[config.mk]
export PLATFORM = sky130hd
export DESIGN_NAME = iq_slot_bank
export DESIGN_NICKNAME = d
export VERILOG_FILES = /design/src/rtl/iq_pkg.sv /design/src/rtl/iq_slot.sv /design/src/rtl/iq_slot_bank.sv
export SDC_FILE = /design/constraint.sdc
export NUM_CORES = 2
export LEC_CHECK = 0
export BUFFER_PORTS_ARGS = -buffer_cell sky130_fd_sc_hd__clkbuf_2
export CORE_MARGIN = 5
export CORE_UTILIZATION = 50
export CTS_BUF_LIST = sky130_fd_sc_hd__clkbuf_4 sky130_fd_sc_hd__clkbuf_8
export DETAILED_ROUTE_END_ITERATION = 16
export HOLD_SLACK_MARGIN = 0.02
export PLACE_DENSITY = 0.76
export SYNTH_ARGS = -nofsm -noshare
export SYNTH_HDL_FRONTEND = slang
export SYNTH_HIERARCHICAL = 1
export SYNTH_SLANG_ARGS = --single-unit
[constraint.sdc]
create_clock -name clock -period 16.51 [get_ports clock]
set_input_delay 0.8255 -clock clock [delete_from_list [all_inputs] [get_ports clock]]
set_output_delay 0.8255 -clock clock [all_outputs]
set_load 0.005 [all_outputs]
[src/rtl/iq_pkg.sv]
// iq_pkg: shared issue-queue default widths and ROB age compare
package iq_pkg;
    localparam int ROB_SIZE_LOG = 6;
    localparam int PREG_LENGTH  = 6;
    localparam int IQ_ROBID_W   = ROB_SIZE_LOG + 1;
    localparam int IQ_PREG_W    = PREG_LENGTH;
    localparam int IQ_PAYLOAD_W = 128;

    function automatic logic rob_older(input logic a_wrap, input logic [31:0] a_idx,
                                       input logic b_wrap, input logic [31:0] b_idx);
        return (a_wrap == b_wrap) ? (a_idx < b_idx) : (a_idx > b_idx);
    endfunction
endpackage

[src/rtl/iq_slot.sv]
// iq_slot: one issue-queue entry with tag wakeup and age-based flush
module iq_slot
    import iq_pkg::*;
#(
    parameter int WB_PORTS  = 2,
    parameter int PREG_W    = IQ_PREG_W,
    parameter int ROBID_W   = IQ_ROBID_W,
    parameter int PAYLOAD_W = IQ_PAYLOAD_W
) (
    input  logic                       clock,
    input  logic                       reset,
    input  logic                       alloc,
    input  logic                       issue,
    input  logic [PAYLOAD_W-1:0]       enq_payload,
    input  logic [PREG_W-1:0]          enq_prs1,
    input  logic [PREG_W-1:0]          enq_prs2,
    input  logic                       enq_src1_busy,
    input  logic                       enq_src2_busy,
    input  logic [ROBID_W-1:0]         enq_robid,
    input  logic [WB_PORTS-1:0]        wb_valid,
    input  logic [WB_PORTS*PREG_W-1:0] wb_prd,
    input  logic                       flush_valid,
    input  logic [ROBID_W-1:0]         flush_robid,
    output logic                       valid,
    output logic                       valid_nxt,
    output logic                       ready,
    output logic [ROBID_W-1:0]         robid,
    output logic [PAYLOAD_W-1:0]       payload
);
    logic              busy1, busy2;
    logic [PREG_W-1:0] prs1, prs2;
    logic              wake1, wake2, enq_wake1, enq_wake2, kill;

    // tag match of stored and incoming sources against every writeback port; tag 0 never matches
    always_comb begin
        wake1     = 1'b0;
        wake2     = 1'b0;
        enq_wake1 = 1'b0;
        enq_wake2 = 1'b0;
        for (int i = 0; i < WB_PORTS; i++) begin
            wake1     |= wb_valid[i] && prs1 != '0 && wb_prd[i*PREG_W +: PREG_W] == prs1;
            wake2     |= wb_valid[i] && prs2 != '0 && wb_prd[i*PREG_W +: PREG_W] == prs2;
            enq_wake1 |= wb_valid[i] && enq_prs1 != '0 && wb_prd[i*PREG_W +: PREG_W] == enq_prs1;
            enq_wake2 |= wb_valid[i] && enq_prs2 != '0 && wb_prd[i*PREG_W +: PREG_W] == enq_prs2;
        end
    end

    assign kill      = flush_valid && valid &&
                       rob_older(flush_robid[ROBID_W-1], 32'(flush_robid[ROBID_W-2:0]),
                                 robid[ROBID_W-1], 32'(robid[ROBID_W-2:0]));
    assign valid_nxt = alloc || (valid && !kill && !issue);
    assign ready     = valid && !busy1 && !busy2;

    // occupancy and busy bits: allocation loads with bypass, otherwise wakeups clear
    always_ff @(posedge clock) begin
        if (reset) begin
            valid <= 1'b0;
            busy1 <= 1'b0;
            busy2 <= 1'b0;
        end else begin
            valid <= valid_nxt;
            busy1 <= alloc ? (enq_src1_busy && !enq_wake1) : (busy1 && !wake1);
            busy2 <= alloc ? (enq_src2_busy && !enq_wake2) : (busy2 && !wake2);
        end
    end

    // datapath fields only change on allocation and are qualified by valid
    always_ff @(posedge clock) begin
        if (alloc) begin
            prs1    <= enq_prs1;
            prs2    <= enq_prs2;
            robid   <= enq_robid;
            payload <= enq_payload;
        end
    end
endmodule

[src/rtl/iq_slot_bank.sv]
// iq_slot_bank: DEPTH-entry issue queue bank with wakeup, oldest-first select and partial flush
module iq_slot_bank
    import iq_pkg::*;
#(
    parameter int DEPTH     = 8,
    parameter int WB_PORTS  = 2,
    parameter int PREG_W    = IQ_PREG_W,
    parameter int ROBID_W   = IQ_ROBID_W,
    parameter int PAYLOAD_W = IQ_PAYLOAD_W
) (
    input  logic                         clock,
    input  logic                         reset,
    input  logic                         enq_valid,
    output logic                         enq_ready,
    input  logic [PAYLOAD_W-1:0]         enq_payload,
    input  logic [PREG_W-1:0]            enq_prs1,
    input  logic [PREG_W-1:0]            enq_prs2,
    input  logic                         enq_src1_busy,
    input  logic                         enq_src2_busy,
    input  logic [ROBID_W-1:0]           enq_robid,
    input  logic [WB_PORTS-1:0]          wb_valid,
    input  logic [WB_PORTS*PREG_W-1:0]   wb_prd,
    output logic                         iss_valid,
    input  logic                         iss_ready,
    output logic [PAYLOAD_W-1:0]         iss_payload,
    output logic [ROBID_W-1:0]           iss_robid,
    input  logic                         flush_valid,
    input  logic [ROBID_W-1:0]           flush_robid,
    output logic [$clog2(DEPTH+1)-1:0]   count
);
    localparam int CNT_W = $clog2(DEPTH + 1);

    logic [DEPTH-1:0]     valid, valid_nxt, ready, alloc, sel, issue;
    logic [ROBID_W-1:0]   robid [DEPTH];
    logic [PAYLOAD_W-1:0] payload [DEPTH];
    logic [ROBID_W-1:0]   sel_robid;
    logic [PAYLOAD_W-1:0] sel_payload;
    logic [CNT_W-1:0]     count_nxt;
    logic                 enq_fire;

    function automatic logic older(input logic [ROBID_W-1:0] a, input logic [ROBID_W-1:0] b);
        return rob_older(a[ROBID_W-1], 32'(a[ROBID_W-2:0]), b[ROBID_W-1], 32'(b[ROBID_W-2:0]));
    endfunction

    assign enq_ready   = count != CNT_W'(DEPTH);
    assign enq_fire    = enq_valid && enq_ready && !flush_valid;
    assign iss_valid   = |ready && !flush_valid;
    assign iss_robid   = iss_valid ? sel_robid : '0;
    assign iss_payload = iss_valid ? sel_payload : '0;
    assign issue       = sel & {DEPTH{iss_valid && iss_ready}};

    // allocation: lowest-index free slot wins
    always_comb begin
        alloc = '0;
        for (int i = DEPTH - 1; i >= 0; i--) begin
            if (enq_fire && !valid[i]) begin
                alloc    = '0;
                alloc[i] = 1'b1;
            end
        end
    end

    // age matrix: a ready slot is selected unless some other ready slot is older
    always_comb begin
        sel         = ready;
        sel_robid   = '0;
        sel_payload = '0;
        for (int i = 0; i < DEPTH; i++)
            for (int j = 0; j < DEPTH; j++)
                if (j != i && ready[j] && older(robid[j], robid[i])) sel[i] = 1'b0;
        for (int i = 0; i < DEPTH; i++) begin
            sel_robid   |= sel[i] ? robid[i] : '0;
            sel_payload |= sel[i] ? payload[i] : '0;
        end
    end

    // popcount of next-state occupancy
    always_comb begin
        count_nxt = '0;
        for (int i = 0; i < DEPTH; i++) count_nxt += CNT_W'(valid_nxt[i]);
    end

    // registered occupancy count
    always_ff @(posedge clock) begin
        count <= reset ? '0 : count_nxt;
    end

    for (genvar g = 0; g < DEPTH; g++) begin : g_slot
        iq_slot #(
            .WB_PORTS (WB_PORTS),
            .PREG_W   (PREG_W),
            .ROBID_W  (ROBID_W),
            .PAYLOAD_W(PAYLOAD_W)
        ) u_slot (
            .clock        (clock),
            .reset        (reset),
            .alloc        (alloc[g]),
            .issue        (issue[g]),
            .enq_payload  (enq_payload),
            .enq_prs1     (enq_prs1),
            .enq_prs2     (enq_prs2),
            .enq_src1_busy(enq_src1_busy),
            .enq_src2_busy(enq_src2_busy),
            .enq_robid    (enq_robid),
            .wb_valid     (wb_valid),
            .wb_prd       (wb_prd),
            .flush_valid  (flush_valid),
            .flush_robid  (flush_robid),
            .valid        (valid[g]),
            .valid_nxt    (valid_nxt[g]),
            .ready        (ready[g]),
            .robid        (robid[g]),
            .payload      (payload[g])
        );
    end
endmodule

==> results.md <==
- RePlAce Congestion: 0.931
- Clk sinks: 1204
- TritonRoute pass-1 iters: 10
- Status: complete, no violations
- Fin Hold WS: 0.234 ns
- WL final: 151000 um
- CP max FO: 41
- Clock slew at reported path FFs: 0.06 ns
- Die Area: 0.114 mm^2
- Fin crit share: 0.425
- Post-synth EDFFs: 1176
- Async SR Flop Fraction: 0
- Tightest Pin Transition: 1.18 ns
- HPWL Detailed: 85000 um
- Core ar.: 0.107 mm^2
- CP required: 15.68 ns
- Max Slew Vio Count: 0
- CTS resizes: 0
- Syn Nets: 3927
- Total negative setup slack: 0 ns
- Fmax: 143 MHz
- Nets: 4311
- Clk buf depth: 3
- Port Buffer Count: 315
- Final Hold Fails: 0
- Worst min path class: primary input to register
- 1st-iter DRT viols: 5172
- Mapped Cells: 3529
- Vias per cell: 6.47
- Initial antenna violation count: 29
- Worst Path Arrival: 6.18 ns
- Num CTS Buffers: 179
- Rows: 120
- Final Util: 0.564
- Chip height: 337 um
- Synth Area in Adders: 0.0526
- Flops & latches, synth: 1204
- Pleak: 0.0200 uW
- Complex-gate fraction of the synthesized area: 0.121
- VDD IR max: 90.3 uV
- Vias in the first global route: 34500
- Root Buffer: clkbuf_8
- Avg Cell Area, Syn: 15.2 um^2
- Routed vias: 35400
- Mapped Area: 0.0536 mm^2
- Final setup vio count: 0
- Relative slew slack: 0.215
- First-pass GRT wire length: 220000 um
- Post-route DRC: 0
- Total gr overflow: 0
- Layout cells sized above 1: 0.170
- Pin count of the biggest net entering global routing: 142
- Top-Level Pins: 316
- Fin crit period: 7.01 ns
- Die width: 337 um
- Max-cap violations: 0
- Clk_skew: 0.0324 ns
- DRT antenna net count: 0
- GRT Overall Usage: 0.257
- Largest family of logic cells by synthesized area: compound AO/OA/AOI/OAI gates
- Simple-gate share of the synthesized area: 0.0539
- Yosys warnings: 6
- Xor/xnor share of the synthesized area: 0.0702
- Initial Utilization: 0.502
- Final Cell Area: 0.0602 mm^2
- Post-synth top flop: edfxtp_1
- Setup Crit Path Kind: register to output port
- Endpoint class of the critical path: output port
- Post-synthesis mux area share: 0.00780
- Hold_buf cts: 0
- Pwr dens: 99.1 mW/mm^2
- Post-CTS Setup Repair Bufs: 0
- RSZ-0062 raised after global routing: no
- CTS tree: built
- Register area share after synthesis: 0.669
- DP Area: 0.0568 mm^2
- Worst-Skew Late Latency: 0.86 ns
- Number of library cell types mapped by synthesis: 73
- Clock H-tree levels: 4
- Synthesis-to-finish area growth: 12.3%
- Drt wl/cell: 27.6 um
- Setup crit start kind: register
## registers in the layout, summed over array words and instances (netlist names)
| name | count |
|---|---|
| g_slot.u_slot/payload | 1024 |
| g_slot.u_slot/robid | 56 |
| g_slot.u_slot/prs1 | 48 |
| g_slot.u_slot/prs2 | 48 |
| g_slot.u_slot/busy1 | 8 |
| g_slot.u_slot/busy2 | 8 |
| g_slot.u_slot/valid | 8 |
| count | 4 |
## cell usage in the layout, fill, tap and decap left out, drive strengths merged, types with 9 or more instances in the layout
cell	instances
nand2	91
o32ai	32
a221oi	11
o21ai	27
a21o	17
clkbuf	548
edfxtp	1176
mux2	14
nand4	96
a32o	16
and4	20
nand2b	9
mux2i	26
or4	34
dfxtp	28
a22oi	136
diode	17
a222oi	270
a31oi	145
nor3b	30
o211ai	9
ha	219
inv	155
nor2b	13
clkinv	65
xnor2	219
a311oi	11
a21oi	92
nor2	54
nand3	45
buf	58
nor4	76
nor3	13
xor2	209
## metal layers
| metal | vias to the layer above | wire length (um) | share of wire | GRT usage |
|---|---|---|---|---|
| li1 | 15400 | - | - | - |
| met3 | 324 | 15900 | 0.11 | 0.0612 |
| met5 | - | 151 | 0.0010 | 0 |
| met1 | 17500 | 57300 | 0.38 | 0.343 |
| met4 | 24 | 5870 | 0.039 | 0.106 |
| met2 | 2129 | 71400 | 0.47 | 0.410 |
## path summary, 6_finish.rpt
kind	from	endpoint	slack, ns	cells past startpoint
max	g_slot[0].u_slot/robid[5]	iss_payload[16]	9.50	10
min	enq_payload[125]	g_slot[5].u_slot/payload[125]	0.23	1
max reg2reg	g_slot[6].u_slot/robid[5]	count[2]	10.70	20
min reg2reg	g_slot[7].u_slot/busy1	g_slot[7].u_slot/busy1	0.50	1
## worst max-delay path: stages, from the launching register on
cell and delay, ns:
edfxtp_1 0.75, ha_1 0.36, and4_1 0.25, a221oi_1 0.88, nor2_1 0.11, a311oi_1 0.41, o2111a_4 0.65, buf_4 0.64
a222oi_1 0.26, a31oi_1 0.70, clkbuf_2 0.24
## power breakdown
group	total [uW]	switching, uW	internal (uW)
clock network	2290	1110	1180
logic	286	194	91.9
registers	3390	12.0	3380
## kinds of logic after synthesis
family	count (synthesis)
buffers and inverters	316
flip-flops	1204
AND/OR/NAND/NOR	501
AO/OA/AOI/OAI	817
adder cells (fa/ha/maj)	223
multiplexers	40
XOR/XNOR	428
## final cells by class
class / instances / area, um^2
antenna: 17 / 42.5
clock buffer: 233 / 2890
clock inverter: 78 / 467
fill: 8171 / 46600
inverter: 146 / 548
multi-input combinational: 2009 / 16500
sequential: 1204 / 35900
tap: 1403 / 1760
timing repair buffer: 373 / 2100
## cell usage after synthesis (5+ instances only)
cell	count	area (um^2)
edfxtp_1	1176	35300
a222oi_1	270	2700
ha_1	219	2740
xnor2_1	219	1920
xor2_1	207	1810
inv_1	146	548
a31oi_1	145	907
a22oi_1	136	1020
nand4_1	96	601
a21oi_1	92	460
nand2_1	91	342
clkbuf_1	84	315
nor4_1	76	475
nor2_1	54	203
buf_2	47	235
nand3_1	45	225
or4_1	33	248
o32ai_1	32	280
nor3b_1	30	225
dfxtp_1	28	561
mux2i_1	26	260
o21ai_0	26	130
clkbuf_2	24	120
and4_1	20	175
a21o_1	17	128
a32o_1	16	160
mux2_2	14	158
nor2b_1	13	81.3
a311oi_1	11	96.3
a221oi_1	10	87.6
buf_4	10	75.1
nand2b_1	9	56.3
nor3_1	9	45.0
o211ai_1	9	67.6
o221ai_1	8	70.1
a211oi_1	6	45.0
o21a_1	6	45.0
or2_2	5	31.3
## metrics by stage
| step | power (uW) | setup WS [ns] | std cells |
|---|---|---|---|
| after floorplan | 3600 | 0.828 | 3529 |
| after global placement | 3730 | 10.59 | 5135 |
| after detailed placement | 3740 | 10.62 | 5135 |
| after CTS | 6000 | 9.56 | 5446 |
| after global routing | 6160 | 9.35 | 5457 |
| final | 5970 | 9.50 | 5463 |
Note: power is estimated with default switching activity, not from simulation.
